[src/rtl/updown_meet_counter.sv]
// Paired up/down counter: launches on start, steps both counts toward each other,
// and flags with a one-cycle pulse whether the run ended equal (meet) or crossed.
module updown_meet_counter #(
  parameter int unsigned WIDTH = 8
) (
  input  logic             clk,
  input  logic             rst_n,
  input  logic             start,
  input  logic [WIDTH-1:0] load_val,
  input  logic             step_en,
  output logic [WIDTH-1:0] count_up,
  output logic [WIDTH-1:0] count_down,
  output logic             busy,
  output logic             done,
  output logic             meet,
  output logic             crossed
);

  localparam logic [1:0] IDLE = 2'd0;
  localparam logic [1:0] RUN  = 2'd1;
  localparam logic [1:0] DONE = 2'd2;

  logic [1:0]       state;
  logic [1:0]       state_nxt;
  logic [WIDTH-1:0] up_nxt;
  logic [WIDTH-1:0] down_nxt;
  logic             meet_nxt;
  logic             crossed_nxt;

  // State and output registers; busy/done track the state being entered.
  always_ff @(posedge clk or negedge rst_n) begin
    if (!rst_n) begin
      state      <= IDLE;
      count_up   <= '0;
      count_down <= '0;
      busy       <= 1'b0;
      done       <= 1'b0;
      meet       <= 1'b0;
      crossed    <= 1'b0;
    end else begin
      state      <= state_nxt;
      count_up   <= up_nxt;
      count_down <= down_nxt;
      busy       <= (state_nxt == RUN);
      done       <= (state_nxt == DONE);
      meet       <= meet_nxt;
      crossed    <= crossed_nxt;
    end
  end

  // Termination is checked on the current counts before any step is taken.
  always_comb begin
    state_nxt   = state;
    up_nxt      = count_up;
    down_nxt    = count_down;
    meet_nxt    = 1'b0;
    crossed_nxt = 1'b0;
    case (state)
      IDLE, DONE: begin
        if (start) begin
          up_nxt    = '0;
          down_nxt  = load_val;
          state_nxt = RUN;
        end
      end
      RUN: begin
        if (count_up == count_down) begin
          meet_nxt  = 1'b1;
          state_nxt = DONE;
        end else if (count_up > count_down) begin
          crossed_nxt = 1'b1;
          state_nxt   = DONE;
        end else if (step_en) begin
          up_nxt   = count_up + WIDTH'(1);
          down_nxt = count_down - WIDTH'(1);
        end
      end
      default: state_nxt = IDLE;
    endcase
  end

endmodule
[config.mk]
export PLATFORM = sky130hd
export DESIGN_NAME = updown_meet_counter
export DESIGN_NICKNAME = d
export VERILOG_FILES = /design/src/rtl/updown_meet_counter.sv
export SDC_FILE = /design/constraint.sdc
export NUM_CORES = 1
export LEC_CHECK = 0
export ABC_AREA = 0
export CORE_ASPECT_RATIO = 0.5
export CORE_MARGIN = 2
export CORE_UTILIZATION = 51
export DETAILED_ROUTE_END_ITERATION = 10
export HOLD_SLACK_MARGIN = 0.02
export PLACE_DENSITY = 0.81
export SYNTH_ARGS = -nofsm -noshare
export SYNTH_HDL_FRONTEND = slang
export SYNTH_SLANG_ARGS = --single-unit
[constraint.sdc]
create_clock -name clk -period 6.8 [get_ports clk]
set_input_delay 1.7 -clock clk [delete_from_list [all_inputs] [get_ports clk]]
set_output_delay 1.7 -clock clk [all_outputs]
set_load 0.05 [all_outputs]
# [Word-level counts from Yosys, hierarchy flattened]
# Cells that the tools add are included.
# W data, S select, Z words.
[totals] regBits=22 latch_bits=0 ram_bits=0 rom_bits=0 input_bits=12 output_inout_bits=20 word_cells=42 mem_count=0
[classes] addsub=2 n_mul=0 n_div=0 n_lt_le_gt_ge=1 n_eq_ne=9 n_shift=0 muxes=19 n_bitwise=0 reduce_logical=4
[ops] operator="$mux W8" n=8
[ops] operator="$pmux W8 S2" n=2
[ops] operator="$add A8 B1 Y8 const B" n=1
[ops] operator="$eq A8 B8 Y1" n=1
[ops] operator="$gt A8 B8 Y1" n=1
[ops] operator="$ne A2 B2 Y1 const B" n=4
[ops] operator="$sub A8 B1 Y8 const B" n=1
[ops] operator="$mux W2" n=3
[ops] operator="$mux W1" n=5
[ops] operator="$reduce_and A5 Y1" n=1
[ops] operator="$eq A2 B1 Y1 const B" n=2
[ops] operator="$eq A2 B2 Y1 const B" n=2
[ops] operator="$pmux W2 S2" n=1
[ops] operator="$logic_not A2 Y1" n=1
[ops] operator="$reduce_bool A2 Y1" n=1
[ops] operator="$reduce_or A2 Y1" n=1

# [Longest topological paths before layout]
[logic_depth] depth_word=5 ltp_mapped=9

# [Least setup slack after synthesis]
# No wires, ideal clock.
[synth_timing] path_type="input to register" startpoint="input start" endpoint="register count_up[4]" setup_ns=0.104 arrival_time_ns=2.957 slack_ns=3.739 stages=7 path_buffers=2 cell_sequence="nor2b_1 > a21oi_1 > a221o_1 > buf_6 > or2_4 > buf_6 > o41ai_2"
[synth_between] elab_chain_len=2
[synth_rtl] item="from (decl)" line="8" source="input logic start,"
[synth_rtl] item="$ne A2 B2 Y1 (no source line)"
[synth_rtl] item="$reduce_and A5 Y1 (no source line)"
[synth_rtl] item="to (signal assigned)" line="42" source="count_up <= up_nxt;"
[synth_rtl] item="to (decl)" line="11" source="output logic [WIDTH-1:0] count_up,"
# Every way passes these cells.
# A chain may end at the register's enable or synchronous reset.

# [Final worst setup path]
[layout_timing] startpoint="input start" endpoint="register count_up[6]"
# The elaborated chain is that of the path after synthesis.

==> flow_metrics.py <==
metrics = {
    "final_layout": {
        "final_nets": 202,
        "fillers": 210,
        "syn2layout_area_growth_pct": 24.9,
        "drive_above_1_share": 0.0506,
        "layout_commonest_cell": "clkdlybuf4s50_1",
        "multi_input_area_um2": 761,
        "regArea_um2": 551,
        "diodes": 0,
        "final_cell_mix": "clkdlybuf4s50_1 (31), dfrtp_1 (22), nor2_1 (16)",
        "final_util": 0.673,
    },
    "global_routing": {
        "grt_use_total": 0.216,
        "grt_pass1_wl_mm": 5.05,
        "antenna_found_initial": 0,
        "grt_overflow": 0,
        "grt_max_degree": 34,
        "first_global_vias": 1035,
    },
    "cts": {
        "cts_resized": 0,
        "clk_latency_ns": 0.26,
        "cts_tree": "done",
        "cts_made_buffers": 3,
        "cts_setup_buffers": 0,
        "cts_buffer_depth": 2,
        "clkTransAtPathRegs_ns": 0.08,
        "cts_sinks": 22,
        "cts-root-buf": "clkbuf_8",
        "postCtsHoldBufs": 0,
        "htreeDepth": 1,
    },
    "yosys": {
        "ys_warn_count": 0,
        "synth_top_family_by_area": "compound AO/OA/AOI/OAI gates",
        "yosys.area.top_type": "dfrtp_1",
        "synthCells": 153,
        "synth_compound_area_frac": 0.259,
        "syn-num-nets": 175,
        "synth_area_leaders": "dfrtp_1 (39%), ha_1 (8.9%), nor2_1 (4.3%)",
        "yosysUniqueCellTypes": 34,
        "synth_mux_area_frac": 0,
        "synth-simple-area-share": 0.195,
        "synth-xor-area-share": 0,
        "ys_seq_area_frac": 0.393,
        "syn_area_mm2": 0.00140,
        "ys_seq_elements": 22,
        "syn_area_per_cell_um2": 9.16,
        "yosys.area.top_type_share": 0.393,
        "synth_fa_ha_area_frac": 0.0893,
    },
    "timing": {
        "drv_slew": 0,
        "finClkSkew_ns": 0.00817,
        "min_period_over_period": 0.523,
        "hold_violations": 0,
        "rsz0062_at_grt": "no",
        "clock.fmax_ghz": 0.281,
        "slew_headroom": 0.187,
        "tns_ns": 0,
        "max_slew.worst_pin.slew_ns": 1.22,
        "setup_viol": 0,
        "period_minus_slack_ns": 3.55,
    },
    "worst_setup_path": {
        "critical_path_buf_inv_count": 1,
        "rr_startpoint": "count_up[3]$_DFFE_PN0P_",
        "crit_type": "input pin to register",
        "r2r_setup_slack_ns": 4.13,
        "cp_cell_sequence": "clkdlybuf4s50_1 -> nor2b_1 -> a21oi_1 -> a221o_1 -> or2_4 -> o41ai_1",
        "critPathArrivalTime_ns": 3.71,
        "crit_path_end_kind": "register",
        "cp_max_fo": 18,
        "crit_slowest_cell": "a221o_1",
        "critPathTopFamily": "compound AO/OA/AOI/OAI gates",
        "worstPathRequired_ns": 6.95,
        "max_stage_delay_ns": 0.52,
        "r2r_end": "count_down[0]$_DFFE_PN0P_",
        "reg2reg_depth": 6,
        "critPathLaunchType": "input pin",
    },
    "die": {
        "core_mm2": 0.00260,
        "die_y_um": 41.1,
        "initial_core_util": 0.538,
        "die_x_um": 78.1,
        "boundaryPins": 32,
        "rows": 13,
        "dieArea_mm2": 0.00321,
    },
    "pwr": {
        "p_seq_frac": 0.270,
        "p_switching_w": 0.000433,
        "power.leakage_nw": 0.746,
        "pwr-share-comb": 0.633,
        "p_total_w": 0.000829,
        "ir_worst_vdd_mv": 0.334,
        "switching_share": 0.522,
        "p_int_w": 0.000396,
        "clkPwrFrac": 0.096,
        "p_per_area_mw_per_mm2": 473,
    },
    "drt": {
        "via_count": 1286,
        "ant_nets": 0,
        "wl_per_cell_um": 14.9,
        "viasPerCell": 5.98,
        "drc_errors": 0,
        "dr.pass1.iters": 4,
        "routed_wl_mm": 3.20,
        "drt_iter0_drc": 83,
    },
    "hold_path": {
        "hold_path_depth": 1,
        "min_from": "count_up[7]$_DFFE_PN0P_",
        "hp-class": "register to register",
        "min_to": "count_up[7]$_DFFE_PN0P_",
    },
    "placed_design": {
        "portBuffers": 31,
        "place_hpwl_mm": 2.32,
        "gp_congestion": 0.794,
    },
    "flow_run": {
        "cap_violations": 0,
    },
    "status": {
        "status": "finished clean",
    },
}
## final cells by class
cell class | count | share of cell area
flip-flops and latches | 22 | 0.315
inverters | 11 | 0.0236
repair buffers | 31 | 0.177
clock buffers | 3 | 0.0236
well taps | 37 | 0.0264
multi-input cells | 111 | 0.435
## through the flow
| stage | cell area [µm²] | setup WS [ns] | hold slack (ns) | instances |
|---|---|---|---|---|
| 2_1_floorplan | 1400 | 3.74 | 0.522 | 153 |
| 3_3_place_gp | 1710 | 3.03 | 0.518 | 212 |
| 3_5_place_dp | 1710 | 2.96 | 0.539 | 212 |
| 4_1_cts | 1750 | 3.24 | 0.550 | 215 |
| 5_1_grt | 1750 | 3.07 | 0.601 | 215 |
| 6_report | 1750 | 3.25 | 0.541 | 215 |
## cells in the mapped netlist
master	count
nand4_4	1
dfrtp_1	22
nand3_1	6
nor2b_1	3
o21ai_0	7
a211oi_1	1
ha_1	10
buf_1	1
nand2_1	3
o211ai_1	1
nand4_1	1
a21oi_1	10
o41ai_1	3
and3_1	5
nor3_1	9
nor4_1	2
a2111oi_0	1
o41ai_2	3
a21o_1	2
a32oi_1	1
clkbuf_1	6
or2_4	1
a221o_1	1
a31oi_1	3
inv_1	11
o31ai_1	6
nor2_1	16
buf_6	2
o21a_1	1
a2bb2oi_1	2
or4_1	2
a211oi_2	1
o22ai_1	7
nand2b_1	2
## sequential cells by signal (all words and copies together), names as in the netlist
name,cells
busy,1
count_down,8
count_up,8
crossed,1
done,1
meet,1
state,2
## kinds of logic after synthesis
| family | after synthesis |
|---|---|
| AND/OR/NAND/NOR | 51 |
| buffers and inverters | 20 |
| adder cells (fa/ha/maj) | 10 |
| AO/OA/AOI/OAI | 50 |
| flip-flops | 22 |
## per-layer routing
layer,vias up,share of wire,global-route usage,routed length [µm]
li1,631,-,-,-
met1,624,0.49,0.306,1570
met2,29,0.45,0.345,1440
met3,2,0.054,0.0529,172
met4,0,0.0066,0.0395,21
met5,-,0,0,0
## worst reg2reg max path, cell delays in order, from the launching register on
cell and delay, ns:
dfrtp_1 0.48, ha_1 0.37, nand4_1 0.17, nand2_1 0.09, a211oi_2 0.90, or2_4 0.38
o22ai_1 0.14
## how the worst max path moves through the flow
stage          slack [ns]  depth (start not counted)                       to  startpoint
6_report             3.25                          6  count_up[6]$_DFFE_PN0P_       start
5_1_grt              3.07                          6  count_up[7]$_DFFE_PN0P_       start
4_1_cts              3.24                          6  count_up[6]$_DFFE_PN0P_       start
3_5_place_dp         2.96                          6  count_up[6]$_DFFE_PN0P_       start
3_3_place_gp         3.03                          6  count_up[7]$_DFFE_PN0P_       start
2_1_floorplan        3.74                          7  count_up[4]$_DFFE_PN0P_       start
## power by group through the flow
stage,registers [W],logic (W),clock network [W]
after floorplan,0.000345,0.000271,0
after global placement,0.000224,0.000513,0
after detailed placement,0.000226,0.000523,0
after CTS,0.000224,0.000525,0.0000818
after global routing,0.000232,0.000570,0.0000867
final,0.000224,0.000525,0.0000799
(Power assumes the default switching activity.)
==> RTL edit (config.mk and constraints unchanged) <==
Set the parameter `WIDTH` to 10 (it was 8).
--- a/src/rtl/updown_meet_counter.sv
+++ b/src/rtl/updown_meet_counter.sv
@@ -1,7 +1,7 @@
 // Paired up/down counter: launches on start, steps both counts toward each other,
 // and flags with a one-cycle pulse whether the run ended equal (meet) or crossed.
 module updown_meet_counter #(
-  parameter int unsigned WIDTH = 8
+  parameter int unsigned WIDTH = 10
 ) (
   input  logic             clk,
   input  logic             rst_n,
Interface: changed (resized count_down, count_up and load_val); port bits go from 32 to 38. The function was not compared with the original's and may differ.
==> RTL edit against the original RTL <==
Count of clock-buffer cells in the layout is the same; largest power group unchanged; critical endpoint is now count_up[4]; power up 35%; synthesized area grew 33%; register-to-register slack about the same; wire length is 66% higher; largest cell class unchanged; worst setup slack improved by 0.13 ns; clock skew fell by 0.0058 ns; design area increased by 32%; utilization down 0.77 points; sequential cell count is 4 higher.
==> RTL edit: results (changes against the original RTL) <==
| Metric | Value |
|---|---|
| Biggest regs | count_down (10), count_up (10), state (2) |
| Largest net degree at the start of global routing | 27 (-21%) |
| Yosys cell types | 50 (+47%) |
| Sw frac | 0.563 (+0.0404) |
| CP max-delay cell | clkdlybuf4s50_1 |
| Crit-path max cell delay | 0.50 ns (-0.02 ns) |
| Syn Area/Cell | 8.95 um2 (-2.3%) |
| TritonRoute pass-1 iters | 6 (+2) |
| Power Clock | 0.0925 mW (+16%) |
| Status | completed |
| Mux cell area share after synthesis | 0.0161 (+0.0161) |
| Initial DRC Count | 228 (+170%) |
| Nets | 269 (+33%) |
| Largest fanout on the critical path | 9 (-9) |
| Peak supply drop | 0.000280 V (-16%) |
| Grt met3 use | 0.0685 (+0.0157) |
| Via Count | 1849 (+44%) |
| Compound-cell area share of the yosys netlist | 0.292 (+0.0334) |
| Register area share after synthesis | 0.348 (-0.0450) |
| End of the worst register-to-register path | count_down[6] |
| Worst hold endpoint | count_up[0] |
| Vias per Instance | 6.33 (+5.9%) |
| CP Data Arrival Time | 3.60 ns (-0.11 ns) |
| Syn Nets | 235 (+34%) |
| Post-Synth Adder-Cell Area | 0.0803 (-0.00902) |
| CP endpoint | count_up[4] |
| Skew-Pair Late Insertion Delay | 0.28 ns (+0.02 ns) |
| Hpwl dp | 3960 um (+70%) |
| RR Startpoint | count_down[4] |
| GR Util met1 | 0.383 (+0.0771) |
| Final GP Congestion | 0.946 (+19%) |
| Met1 Wirelength | 2400 um (+53%) |
| Placed Cells | 289 (+36%) |
| Met2 Use GR | 0.444 (+0.0993) |
| I/O Buffers | 37 (+19%) |
| Rel. slew slack | 0.396 (+0.209) |
| R2r worst-path depth | 7 (+1) |
| Metal2 WL | 2350 um (+63%) |
| Sequential power | 0.285 mW (+27%) |
| Vias in the first global route | 1715 (+66%) |
| Top area cells in the synthesized netlist | dfrtp_1 (35%), ha_1 (8.0%), o21ai_0 (4.3%) |
==> RTL edit: cell count changes after synthesis, moves of 5 or more <==
cell,change
nand4_1,+5
inv_1,+6
nand2_1,+15
o22ai_1,-7
a41oi_1,+5
o21ai_0,+9
==> RTL edit: final cells by class <==
cell class                      count  area, um2
Inverter                           17       63.8
Fill cell                         294       1160
Sequential cell                    26        651
Multi-Input combinational cell    156       1100
Tap cell                           51       63.8
Clock buffer                        3       41.3
Timing Repair Buffer               39        385
==> RTL edit: stage by stage <==
step	instance area [um2]	utilization	hold slack [ns]	power [mW]	worst slack, ns
floorplan	1870	-	0.603	0.809	3.90
global placement	2270	0.653	0.558	0.994	3.22
detailed placement	2270	0.653	0.568	1.01	3.15
CTS	2310	0.665	0.579	1.11	3.43
global route	2310	0.665	0.610	1.19	3.29
finish	2310	0.665	0.582	1.12	3.38
